<file path="config.mk">
export PLATFORM = sky130hd
export DESIGN_NAME = uart_rx_ctrl
export DESIGN_NICKNAME = d
export VERILOG_FILES = /design/src/rtl/uart_rx_ctrl.sv
export SDC_FILE = /design/constraint.sdc
export NUM_CORES = 1
export LEC_CHECK = 0
export BUFFER_PORTS_ARGS = -buffer_cell sky130_fd_sc_hd__buf_2
export CAP_MARGIN = 25
export CORE_MARGIN = 1.5
export CORE_UTILIZATION = 40
export CTS_BUF_LIST = sky130_fd_sc_hd__clkbuf_4 sky130_fd_sc_hd__clkbuf_8 sky130_fd_sc_hd__clkbuf_16
export DETAILED_ROUTE_END_ITERATION = 10
export GPL_TIMING_DRIVEN = 0
export SYNTH_ARGS = -nofsm -noshare
export SYNTH_HDL_FRONTEND = slang
export SYNTH_SLANG_ARGS = --single-unit
</file>
<file path="constraint.sdc">
create_clock -name clk -period 7.28 [get_ports clk]
set_clock_uncertainty 0.15 [all_clocks]
set_input_delay 1.456 -clock clk [delete_from_list [all_inputs] [get_ports clk]]
set_output_delay 1.456 -clock clk [all_outputs]
set_load 0.005 [all_outputs]
</file>
<file path="src/rtl/uart_rx_ctrl.sv">
// UART receive controller: buffers received words in a first-word-fall-through FIFO and tracks overflow, break and error status.
// Define UART_RX_CTRL_ERRCNT_EN to build the saturating receive-error counter; otherwise err_count is tied to 0.
module uart_rx_ctrl #(
  parameter int DataBits = 8,
  parameter int Depth    = 4
) (
  input  logic                       clk,
  input  logic                       rst_n,
  input  logic                       enable,
  input  logic [DataBits-1:0]        rx_data,
  input  logic                       rx_valid,
  input  logic                       rx_break,
  input  logic                       rx_error,
  output logic [DataBits-1:0]        m_data,
  output logic                       m_valid,
  input  logic                       m_ready,
  input  logic                       clr_status,
  output logic                       overflow,
  output logic                       break_seen,
  output logic [7:0]                 err_count,
  output logic [$clog2(Depth):0]     level,
  output logic [1:0]                 fsm_state
);

  localparam int PW = $clog2(Depth);
  localparam int LW = PW + 1;

  typedef enum logic [1:0] {
    S_ACTIVE  = 2'd0,
    S_DISCARD = 2'd1,
    S_BREAK   = 2'd2
  } state_t;

  state_t r_state;
  state_t w_state_nxt;

  logic [DataBits-1:0] r_mem [Depth];
  logic [PW-1:0]       r_wr_ptr;
  logic [PW-1:0]       r_rd_ptr;
  logic [LW-1:0]       r_level;
  logic [LW-1:0]       w_level_nxt;
  logic                r_overflow;
  logic                r_break_seen;

  logic w_vld;
  logic w_brk;
  logic w_full;
  logic w_pop;
  logic w_push;
  logic w_ovf_evt;
  logic w_break_evt;

  // Output side: m_valid means m_data holds the oldest word; a pop happens on
  // any edge where m_valid && m_ready, independent of enable and FSM state.
  assign w_pop  = (r_level != '0) && m_ready;
  assign w_full = (r_level == LW'(Depth));
  assign w_vld  = enable && rx_valid;
  assign w_brk  = enable && rx_break;

  always_ff @(posedge clk or negedge rst_n) begin
    if (!rst_n) r_state <= S_ACTIVE;
    else        r_state <= w_state_nxt;
  end

  always_comb begin
    w_state_nxt = r_state;
    case (r_state)
      S_ACTIVE: begin
        if (w_brk)          w_state_nxt = S_BREAK;
        else if (w_ovf_evt) w_state_nxt = S_DISCARD;
      end
      S_DISCARD: begin
        if (w_brk)                              w_state_nxt = S_BREAK;
        else if (enable && w_level_nxt == '0)   w_state_nxt = S_ACTIVE;
      end
      S_BREAK: begin
        if (w_vld) w_state_nxt = w_ovf_evt ? S_DISCARD : S_ACTIVE;
      end
      default: w_state_nxt = S_ACTIVE;
    endcase
  end

  // A word at a full buffer still fits if the consumer pops in the same cycle.
  always_comb begin
    w_push      = 1'b0;
    w_ovf_evt   = 1'b0;
    w_break_evt = 1'b0;
    case (r_state)
      S_ACTIVE: begin
        w_break_evt = w_brk;
        if (w_vld && !w_brk) begin
          if (!w_full || w_pop) w_push    = 1'b1;
          else                  w_ovf_evt = 1'b1;
        end
      end
      S_DISCARD: begin
        w_break_evt = w_brk;
      end
      S_BREAK: begin
        if (w_vld) begin
          if (!w_full || w_pop) w_push    = 1'b1;
          else                  w_ovf_evt = 1'b1;
        end
      end
      default: begin
        w_push = 1'b0;
      end
    endcase
  end

  always_comb begin
    w_level_nxt = r_level;
    case ({w_push, w_pop})
      2'b10:   w_level_nxt = r_level + LW'(1);
      2'b01:   w_level_nxt = r_level - LW'(1);
      default: w_level_nxt = r_level;
    endcase
  end

  always_ff @(posedge clk or negedge rst_n) begin
    if (!rst_n) begin
      r_wr_ptr <= '0;
      r_rd_ptr <= '0;
      r_level  <= '0;
    end else begin
      if (w_push) r_wr_ptr <= r_wr_ptr + PW'(1);
      if (w_pop)  r_rd_ptr <= r_rd_ptr + PW'(1);
      r_level <= w_level_nxt;
    end
  end

  always_ff @(posedge clk) begin
    if (w_push) r_mem[r_wr_ptr] <= rx_data;
  end

  // A setting event in the same cycle as clr_status wins.
  always_ff @(posedge clk or negedge rst_n) begin
    if (!rst_n) begin
      r_overflow   <= 1'b0;
      r_break_seen <= 1'b0;
    end else begin
      r_overflow   <= w_ovf_evt   || (r_overflow   && !clr_status);
      r_break_seen <= w_break_evt || (r_break_seen && !clr_status);
    end
  end

`ifdef UART_RX_CTRL_ERRCNT_EN
  logic       w_err_evt;
  logic [7:0] r_err_cnt;

  assign w_err_evt = enable && rx_error && (r_state != S_BREAK);

  always_ff @(posedge clk or negedge rst_n) begin
    if (!rst_n) begin
      r_err_cnt <= 8'd0;
    end else if (w_err_evt) begin
      if (clr_status)              r_err_cnt <= 8'd1;
      else if (r_err_cnt != 8'hFF) r_err_cnt <= r_err_cnt + 8'd1;
    end else if (clr_status) begin
      r_err_cnt <= 8'd0;
    end
  end

  assign err_count = r_err_cnt;
`else
  logic w_unused_err;
  assign w_unused_err = rx_error;
  assign err_count    = 8'd0;
`endif

  assign m_data     = r_mem[r_rd_ptr];
  assign m_valid    = (r_level != '0);
  assign level      = r_level;
  assign overflow   = r_overflow;
  assign break_seen = r_break_seen;
  assign fsm_state  = r_state;

endmodule

</file>
==> impl_metrics.csv, run 1 <==
group,metric,value,unit
power,pwr_density_cell,345,nW/um2
timing,worst_pin_slew,607,ps
worst_setup_path,start_kind,"input port",
floorplan,die_y,71.1,um
floorplan,die_width,71.1,um
hold_path,worstHoldPathCells,2,
route,detail_route.drc_violations,0,
timing,finalMaxSlewViolations,0,
synth,postSynth.topFlopCell,"sky130_fd_sc_hd__edfxtp_1",
synth,post_synth_instance_area,1850,um2
timing,slew_headroom,0.596,
worst_setup_path,setup.worst_path.start,"rx_break",
synth,yosysSeqAreaShare,0.667,
floorplan,initial_core_util,0.420,
synth,netlist_cell_types,30,
clocking,cts_htree_levels,2,
placement,port_buffers,30,
run_status,status,"finished clean",
synth,synth_common_cells,"sky130_fd_sc_hd__edfxtp_1 (32), sky130_fd_sc_hd__dfrtp_1 (11), sky130_fd_sc_hd__inv_1 (9)",
route,drtPass1Iterations,2,
clocking,clk_transition_reported_paths,80,ps
synth,synth-edff-count,32,
hold_path,min-delay-start,"break_seen",
timing,hold_ws,393,ps
floorplan,design.die.area,5050,um2
power,irDropWorstVdd,0.000146,V
clocking,hold_buffers,0,
clocking,postCtsSetupRepairBufs,0,
worst_setup_path,crit_arrival,3630,ps
cells_and_area,area.growth.synth_to_final,19.4,%
synth,syn_inst,110,
synth,synth_top_cells_by_area,"sky130_fd_sc_hd__edfxtp_1 (52%), sky130_fd_sc_hd__dfrtp_1 (15%), sky130_fd_sc_hd__mux4_2 (9.7%)",
synth,ys_ff_latch,43,
power,leakage,0.899,nW
worst_setup_path,worst-path-max-fanout,8,
timing,fmax,280,MHz
worst_setup_path,timing_worst_setup_path_type,"in2reg",
cells_and_area,finish.utilization,0.501,
placement,dp_cells,199,
route,postRouteAntennaNets,0,
synth,yosys_warnings,0,
clocking,clk_root_buffer_cell,"sky130_fd_sc_hd__clkbuf_8",
floorplan,pin_count,40,
clocking,cts_inserted_buffers,5,
global_route,gr-total-overflow,0,
timing,unrepaired_setup_endpoints_after_global_routing,"no",
floorplan,row_count,24,
cells_and_area,antennaDiodeCount,0,
flow_run,maxCapViolations,0,
worst_setup_path,worstSetupEndpointType,"flop",
route,routed_via_density,4.77,
synth,synth_top_cell_by_area,"sky130_fd_sc_hd__edfxtp_1",
synth,synth_most_common_cell,"sky130_fd_sc_hd__edfxtp_1",
route,violation_count_after_the_first_detailed_routing_iteration,32,
synth,yosysTopAreaCellShare,0.518,
timing,finalSetupViolations,0,
clocking,post_cts.resized_instances,0,
route,routed_vias,988,
global_route,groute.usage.overall,0.128,
global_route,first_pass_grt_wire_length,4700,um
clocking,tritoncts,"done",
timing,tns,0,ps
clocking,clock-sinks,43,
placement,gp_routability_congestion,0.762,
cells_and_area,proportion_of_layout_cells_with_a_drive_suffix_above_1,0.394,
hold_path,hold_class,"reg2reg",
worst_setup_path,r2r.worst_path.cells,10,
placement,hpwlAfterDp,2060,um
worst_setup_path,cp.required,7340,ps
global_route,grt_start_max_net_pins,14,
route,routed_wl,2960,um
synth,syn-mean-instance-area,16.9,um2
synth,asyncSetResetFlopFracSynth,0.256,
worst_setup_path,r2r-start,"level[0]",
clocking,insertion_delay,290,ps
clocking,cts-root-to-sink-buffers,2,
cells_and_area,final_net_count,176,
cells_and_area,layoutNonFillerInstCount,207,
timing,finalCritPeriodShare,0.491,
timing,period_minus_slack,3580,ps
floorplan,core_area,4410,um2
global_route,antenna_found_initial,0,
timing,hold_viol,0,
route,post_drt_wl_per_cell,14.3,um
global_route,first_global_vias,959,
placed cells by master (no fill, tap or decap), types with 2 or more instances in the layout:
cell                       count
sky130_fd_sc_hd__xor2_1        2
sky130_fd_sc_hd__ha_1          5
sky130_fd_sc_hd__dfrtp_1      11
sky130_fd_sc_hd__inv_1         9
sky130_fd_sc_hd__buf_4         8
sky130_fd_sc_hd__clkbuf_8      6
sky130_fd_sc_hd__mux4_2        8
sky130_fd_sc_hd__o21ai_0       3
sky130_fd_sc_hd__xnor2_1       4
sky130_fd_sc_hd__conb_1        8
sky130_fd_sc_hd__buf_2        31
sky130_fd_sc_hd__nand3b_1      2
sky130_fd_sc_hd__nand2_1       4
sky130_fd_sc_hd__edfxtp_1     32
sky130_fd_sc_hd__and2_1        4
stage by stage:
stage	instance area [um2]	power [mW]	setup slack [ps]
4_1_cts	2210	0.774	3690
5_1_grt	2210	0.814	3530
3_3_place_gp	2100	0.572	3480
2_1_floorplan	1880	0.502	3700
6_report	2210	0.764	3700
3_5_place_dp	2100	0.583	3390
power by group:
part / total [mW] / switching [mW] / internal (mW)
clock: 0.191 / 0.0799 / 0.111
combinational: 0.243 / 0.117 / 0.126
sequential: 0.330 / 0.0254 / 0.305
path summary, 6_finish.rpt:
kind / endpoint / slack (ps)
setup / recovery: fsm_state[0] / 3700
hold / removal: break_seen / 390
setup reg to reg: fsm_state[0] / 4580
hold reg to reg: break_seen / 390
max in group asynchronous: level[1] / 5900
min in group asynchronous: r_wr_ptr[1] / 870
flip-flops by register name (all words and copies together), names as in the netlist:
name        count
r_wr_ptr        2
overflow        1
r_rd_ptr        2
level           3
r_mem          32
fsm_state       2
break_seen      1
critical path, stage by stage:
cell	delay (ps)
sky130_fd_sc_hd__buf_2	100
sky130_fd_sc_hd__nor2b_1	160
sky130_fd_sc_hd__nor4_4	430
sky130_fd_sc_hd__inv_1	90
sky130_fd_sc_hd__ha_1	230
sky130_fd_sc_hd__inv_1	70
sky130_fd_sc_hd__fa_1	420
sky130_fd_sc_hd__and3b_1	180
sky130_fd_sc_hd__a31o_2	220
sky130_fd_sc_hd__a21o_1	170
sky130_fd_sc_hd__o211ai_1	90
routing by layer:
metal,vias up,global-route usage,part of all wire
li1,473,-,-
met1,486,0.153,0.45
met2,23,0.198,0.48
met3,6,0.0527,0.055
met4,0,0.0650,0.017
met5,-,0,0
layout make-up:
| cell class | count | area (um2) |
|---|---|---|
| clock inverters | 2 | 35.0 |
| clock buffers | 6 | 82.6 |
| multi-input cells | 55 | 542 |
| flip-flops and latches | 43 | 1240 |
| fillers | 400 | 2200 |
| repair buffers | 30 | 150 |
| plain buffers | 10 | 68.8 |
| inverters | 9 | 33.8 |
| well taps | 52 | 65.1 |
logic make-up after synthesis:
logic type | share of synthesized area
mux | 0.103
other cells | 0.00202
fa+ha+maj | 0.0445
buf+inv | 0.0553
compound gates | 0.0243
flops | 0.667
simple gates | 0.0762
xor+xnor | 0.0283
Note: power is estimated with default switching activity, not from simulation.
==> inputs of run 2 (changes only) <==
- clock period: 7.28 -> 2.9 ns (I/O delays scaled with it)
==> run 2 against run 1 <==
- count of clock-buffer cells in the layout unchanged
- combinational power rose to 2.5 times the previous value
- core utilization is 0.23 points higher
- non-clock buffer count is 1 higher
- global-route usage stayed put
- via count rose by 1.1%
- critical path type is now reg2reg
- critical endpoint unchanged
- highest routed layer unchanged
==> impl_metrics.csv, run 2 (synthesis gave the netlist of run 1 again) <==
group,metric,value,unit
run_status,status,"finished clean",
power,leakage,0.903,nW
worst_setup_path,timing_worst_setup_path_type,"reg2reg",
timing,worst_pin_slew,614,ps
clocking,insertion_delay,290,ps
floorplan,die_y,71.1,um
cells_and_area,finish.utilization,0.504,
placement,gp_routability_congestion,0.762,
route,routed_via_density,4.80,
placement,dp_cells,199,
clocking,cts-root-to-sink-buffers,2,
worst_setup_path,worstSetupEndpointType,"flop",
power,power.switching,560,uW
route,postRouteAntennaNets,0,
power,swShare,0.291,
route,detail_route.drc_violations,0,
clocking,clk_transition_reported_paths,80,ps
cells_and_area,proportion_of_layout_cells_with_a_drive_suffix_above_1,0.391,
worst_setup_path,worst-path-max-fanout,8,
clocking,tritoncts,"done",
global_route,antenna_found_initial,0,
floorplan,initial_core_util,0.420,
clocking,clock-sinks,43,
route,violation_count_after_the_first_detailed_routing_iteration,57,
floorplan,core_area,4410,um2
worst_setup_path,crit_arrival,2760,ps
timing,hold_ws,328,ps
global_route,gr-total-overflow,0,
flow_run,maxCapViolations,0,
floorplan,die_width,71.1,um
hold_path,hold_class,"in2reg",
worst_setup_path,worst-r2r-setup-slack,200,ps
cells_and_area,final_common_cell,"sky130_fd_sc_hd__edfxtp_1",
timing,finalMaxSlewViolations,0,
floorplan,design.die.area,5050,um2
worst_setup_path,r2r-start,"level[0]",
route,drtPass1Iterations,2,
power,post-layout-total-power,1.92,mW
placement,place_ws,-114,ps
clocking,cts_htree_levels,2,
cells_and_area,largest_register_ff_count,32,
worst_setup_path,setup.worst_path.start,"level[0]",
power,pwr_density_cell,864,nW/um2
timing,unrepaired_setup_endpoints_after_global_routing,"no",
worst_setup_path,r2r.worst_path.cells,10,
timing,slew_headroom,0.591,
placement,port_buffers,30,
cells_and_area,final_net_count,177,
power,irDropWorstVdd,0.000367,V
clocking,postCtsSetupRepairBufs,0,
floorplan,row_count,24,
route,routed_wl,2980,um
worst_setup_path,start_kind,"flop",
timing,fmax,370,MHz
timing,finalCritPeriodShare,0.932,
global_route,first_global_vias,959,
timing,timing.final.ws_setup,197,ps
cells_and_area,antennaDiodeCount,0,
global_route,groute.usage.overall,0.128,
cells_and_area,most-common-layout-cells,"sky130_fd_sc_hd__edfxtp_1 (32), sky130_fd_sc_hd__buf_2 (31), sky130_fd_sc_hd__dfrtp_1 (11), sky130_fd_sc_hd__inv_1 (9)",
cells_and_area,area.growth.synth_to_final,19.9,%
worst_setup_path,timing.critical_path.to,"fsm_state[0]",
global_route,grt_start_max_net_pins,14,
global_route,first_pass_grt_wire_length,4700,um
timing,hold_viol,0,
placement,hpwlAfterDp,2060,um
power,internal_power,1.36,mW
worst_setup_path,cp.required,2960,ps
power,pwr-share-clk,0.250,
power,pwr-share-comb,0.318,
floorplan,pin_count,40,
timing,finalSetupViolations,0,
cells_and_area,max_flop_register,"r_mem",
route,post_drt_wl_per_cell,14.3,um
clocking,cts_inserted_buffers,5,
clocking,clk_root_buffer_cell,"sky130_fd_sc_hd__clkbuf_8",
worst_setup_path,r2r_end,"fsm_state[0]",
cells_and_area,layoutNonFillerInstCount,208,
route,routed_vias,999,
timing,period_minus_slack,2700,ps
power,power_frac_seq,0.431,
-- run 2: power by group through the flow --
stage | clock, mW | sequential [mW] | combinational (mW)
floorplan | 0 | 0.834 | 0.426
global placement | 0 | 0.835 | 0.601
detailed placement | 0 | 0.842 | 0.623
CTS | 0.490 | 0.830 | 0.624
global route | 0.514 | 0.844 | 0.687
finish | 0.481 | 0.829 | 0.612
-- run 2: how the worst min path moves through the flow --
stage	start	to	slack, ps	depth (start not counted)
3_5_place_dp	rst_n	fsm_state[1]	320	1
2_1_floorplan	rst_n	break_seen	130	0
6_report	clr_status	overflow	330	2
5_1_grt	clr_status	overflow	340	2
4_1_cts	clr_status	overflow	320	2
3_3_place_gp	rst_n	fsm_state[1]	310	1
-- run 2: stage by stage --
step	cell area, um2	setup TNS (ps)
2_1_floorplan	1880	0
3_3_place_gp	2100	-23.1
3_5_place_dp	2100	-114
4_1_cts	2220	0
5_1_grt	2220	0
6_report	2220	0
-- run 2: critical path, cell delays in order, from the launching register on --
cell and delay (ps):
sky130_fd_sc_hd__dfrtp_1 450, sky130_fd_sc_hd__nor4b_2 480, sky130_fd_sc_hd__nor4_4 110, sky130_fd_sc_hd__inv_1 80, sky130_fd_sc_hd__ha_1 170, sky130_fd_sc_hd__inv_1 60
sky130_fd_sc_hd__fa_1 450, sky130_fd_sc_hd__and3b_1 180, sky130_fd_sc_hd__a31o_2 220, sky130_fd_sc_hd__a21o_1 170, sky130_fd_sc_hd__o211ai_1 90
-- run 2: area by class of cell --
| type | count | area (um2) |
|---|---|---|
| plain buffers | 10 | 68.8 |
| clock buffers | 6 | 82.6 |
| clock inverters | 2 | 35.0 |
| fillers | 399 | 2190 |
| inverters | 9 | 33.8 |
| multi-input cells | 55 | 542 |
| flip-flops and latches | 43 | 1240 |
| well taps | 52 | 65.1 |
| repair buffers | 31 | 160 |
-- run 2: timing repair --
item | CTS | global route
hold buffers | 1 | 0
gates resized for setup | 0 | 0
endpoints found under the setup margin | 0 | 1
endpoints found under the hold margin | 9 | 0
-- run 2: per-layer routing --
layer / vias to the layer above / part of all wire / track usage
met5: - / 0 / 0
met4: 0 / 0.017 / 0.0650
met3: 6 / 0.054 / 0.0527
met2: 23 / 0.48 / 0.198
met1: 496 / 0.45 / 0.153
li1: 474 / - / -
==> inputs of run 3 (changes only) <==
- clock period: 2.9 -> 2.45 ns (I/O delays scaled with it)
==> run 3 against run 2 <==
- flip-flop and latch count unchanged
- clock power decreased by 9.1%
- critical endpoint unchanged
- the flow now finishes with violations (negative setup slack)
- die area did not move
- register-to-register slack got worse by 230 ps
- first-iteration DRC count decreased by 23%
- worst hold slack got worse by 87 ps
==> impl_metrics.csv, run 3 (synthesis gave the netlist of run 1 again) <==
group,metric,value,unit
run_status,status,"finished with violations",
run_status,failed_checks,"negative setup slack",
worst_setup_path,worstSetupEndpointType,"flop",
floorplan,die_width,71.1,um
worst_setup_path,crit_path_cell_trace,"or3_4 -> and2_4 -> ha_4 -> inv_2 -> fa_1 -> and3b_1 -> a31o_2 -> a21o_1 -> o211ai_1",
global_route,antenna_found_initial,0,
worst_setup_path,cpLargestDelayFamily,"simple AND/OR/NAND/NOR gates",
floorplan,row_count,24,
route,routed_via_density,4.60,
cells_and_area,largest_register_ff_count,32,
clocking,insertion_delay,280,ps
global_route,gr-total-overflow,0,
global_route,groute.usage.overall,0.131,
placement,dp_cells,199,
timing,finalSetupViolations,1,
clocking,clock-sinks,43,
cells_and_area,num-fill-cells,383,
worst_setup_path,critPathMaxStageDelay,440,ps
worst_setup_path,start_kind,"flop",
floorplan,core_area,4410,um2
power,swShare,0.303,
placement,gp_routability_congestion,0.736,
power,pwr-share-comb,0.361,
clocking,clk_root_buffer_cell,"sky130_fd_sc_hd__clkbuf_8",
timing,finalCritPeriodShare,1.01,
timing,timing.final.ws_setup,-29.3,ps
cells_and_area,stdcell_area,2280,um2
route,postRouteAntennaNets,0,
power,power.switching,676,uW
placement,port_buffers,30,
timing,slew_headroom,0.617,
timing,finalMaxSlewViolations,0,
clocking,tritoncts,"done",
power,pwr_density_cell,978,nW/um2
clocking,cts_htree_levels,2,
route,drtPass1Iterations,4,
cells_and_area,antennaDiodeCount,0,
global_route,first_pass_grt_wire_length,4860,um
floorplan,design.die.area,5050,um2
hold_path,hold_class,"in2reg",
worst_setup_path,timing_worst_setup_path_type,"reg2reg",
power,irDropWorstVdd,0.000418,V
floorplan,pin_count,40,
worst_setup_path,timing.critical_path.slowest_stage_cell,"sky130_fd_sc_hd__dfrtp_2",
cells_and_area,proportion_of_layout_cells_with_a_drive_suffix_above_1,0.454,
power,pwr-share-clk,0.196,
cells_and_area,area.growth.synth_to_final,23.0,%
route,post_drt_wl_per_cell,14.2,um
global_route,first_global_vias,1020,
timing,worst_pin_slew,574,ps
clocking,cts_inserted_buffers,5,
power,internal_power,1.56,mW
worst_setup_path,cp.required,2500,ps
cells_and_area,final_common_cell,"sky130_fd_sc_hd__edfxtp_1",
route,routed_wl,3060,um
floorplan,die_y,71.1,um
placement,hpwlAfterDp,2110,um
timing,period_minus_slack,2480,ps
global_route,grt_start_max_net_pins,14,
cells_and_area,most-common-layout-cells,"sky130_fd_sc_hd__edfxtp_1 (32), sky130_fd_sc_hd__buf_2 (31), sky130_fd_sc_hd__buf_4 (15), sky130_fd_sc_hd__dfrtp_1 (9)",
flow_run,maxCapViolations,0,
route,detail_route.drc_violations,0,
worst_setup_path,worst-path-max-fanout,3,
timing,hold_viol,0,
power,leakage,0.930,nW
placement,dpl_cell_area,2110,um2
clocking,clk_transition_reported_paths,80,ps
power,power_frac_seq,0.443,
timing,unrepaired_setup_endpoints_after_global_routing,"yes",
route,routed_vias,989,
route,violation_count_after_the_first_detailed_routing_iteration,44,
floorplan,initial_core_util,0.420,
clocking,cts-root-to-sink-buffers,2,
timing,fmax,403,MHz
worst_setup_path,crit_arrival,2530,ps
cells_and_area,final_net_count,184,
placement,place_ws,-306,ps
cells_and_area,layoutNonFillerInstCount,215,
worst_setup_path,critPathBufInv,1,
cells_and_area,max_flop_register,"r_mem",
-- run 3: layout make-up --
class                           count  area [um2]  share of cell area
Sequential cell                    43        1240               0.543
Multi-Input combinational cell     55         573               0.251
Timing Repair Buffer               38         213              0.0933
Clock buffer                        6        76.3              0.0335
Buffer                             10        68.8              0.0302
Tap cell                           52        65.1              0.0285
Inverter                            9        33.8              0.0148
Clock inverter                      2        12.5             0.00549
-- run 3: repair_timing --
action                                 4_1_cts  5_1_grt
buffers inserted                             6        1
pin swaps                                    6        4
hold buffers                                 1        0
endpoints found under the hold margin       11        0
setup endpoints to repair                    2        2
gates resized for setup                      2        2
-- run 3: worst reg2reg max path, stage by stage (launching register included) --
cell and delay, ps:
sky130_fd_sc_hd__dfrtp_2 440, sky130_fd_sc_hd__or3_4 390, sky130_fd_sc_hd__and2_4 160, sky130_fd_sc_hd__ha_4 160, sky130_fd_sc_hd__inv_2 50, sky130_fd_sc_hd__fa_1 420, sky130_fd_sc_hd__and3b_1 190, sky130_fd_sc_hd__a31o_2 210
sky130_fd_sc_hd__a21o_1 150, sky130_fd_sc_hd__o211ai_1 90
-- run 3: worst paths after layout --
check | from | endpoint | slack (ps) | depth (start not counted)
min | clr_status | overflow | 240 | 2
max reg2reg | level[0] | fsm_state[0] | -30 | 9
max | level[0] | fsm_state[0] | -30 | 9
max in group asynchronous | rst_n | level[1] | 1470 | 2
min reg2reg | overflow | overflow | 390 | 2
min in group asynchronous | rst_n | fsm_state[1] | 450 | 2
-- run 3: per-layer routing --
layer | routed length (um) | part of all wire | global-route usage
met5 | 0 | 0 | 0
met4 | 32 | 0.010 | 0.0566
met3 | 114 | 0.037 | 0.0370
met2 | 1650 | 0.54 | 0.219
met1 | 1260 | 0.41 | 0.158
-- run 3: power by group through the flow --
stage	clock network (mW)	logic, mW	registers, mW
2_1_floorplan	0	0.510	0.990
3_3_place_gp	0	0.719	0.992
3_5_place_dp	0	0.746	1.00
4_1_cts	0.454	0.806	0.989
5_1_grt	0.478	0.897	1.01
6_report	0.437	0.805	0.989
-- run 3: metrics by stage --
step | power (mW) | hold WS, ps | util | TNS, ps
2_1_floorplan | 1.50 | 44.4 | - | -21.4
3_3_place_gp | 1.71 | 222 | 0.478 | -335
3_5_place_dp | 1.75 | 227 | 0.478 | -423
4_1_cts | 2.25 | 232 | 0.512 | -65.7
5_1_grt | 2.38 | 254 | 0.517 | -104
6_report | 2.23 | 241 | 0.517 | -29.3
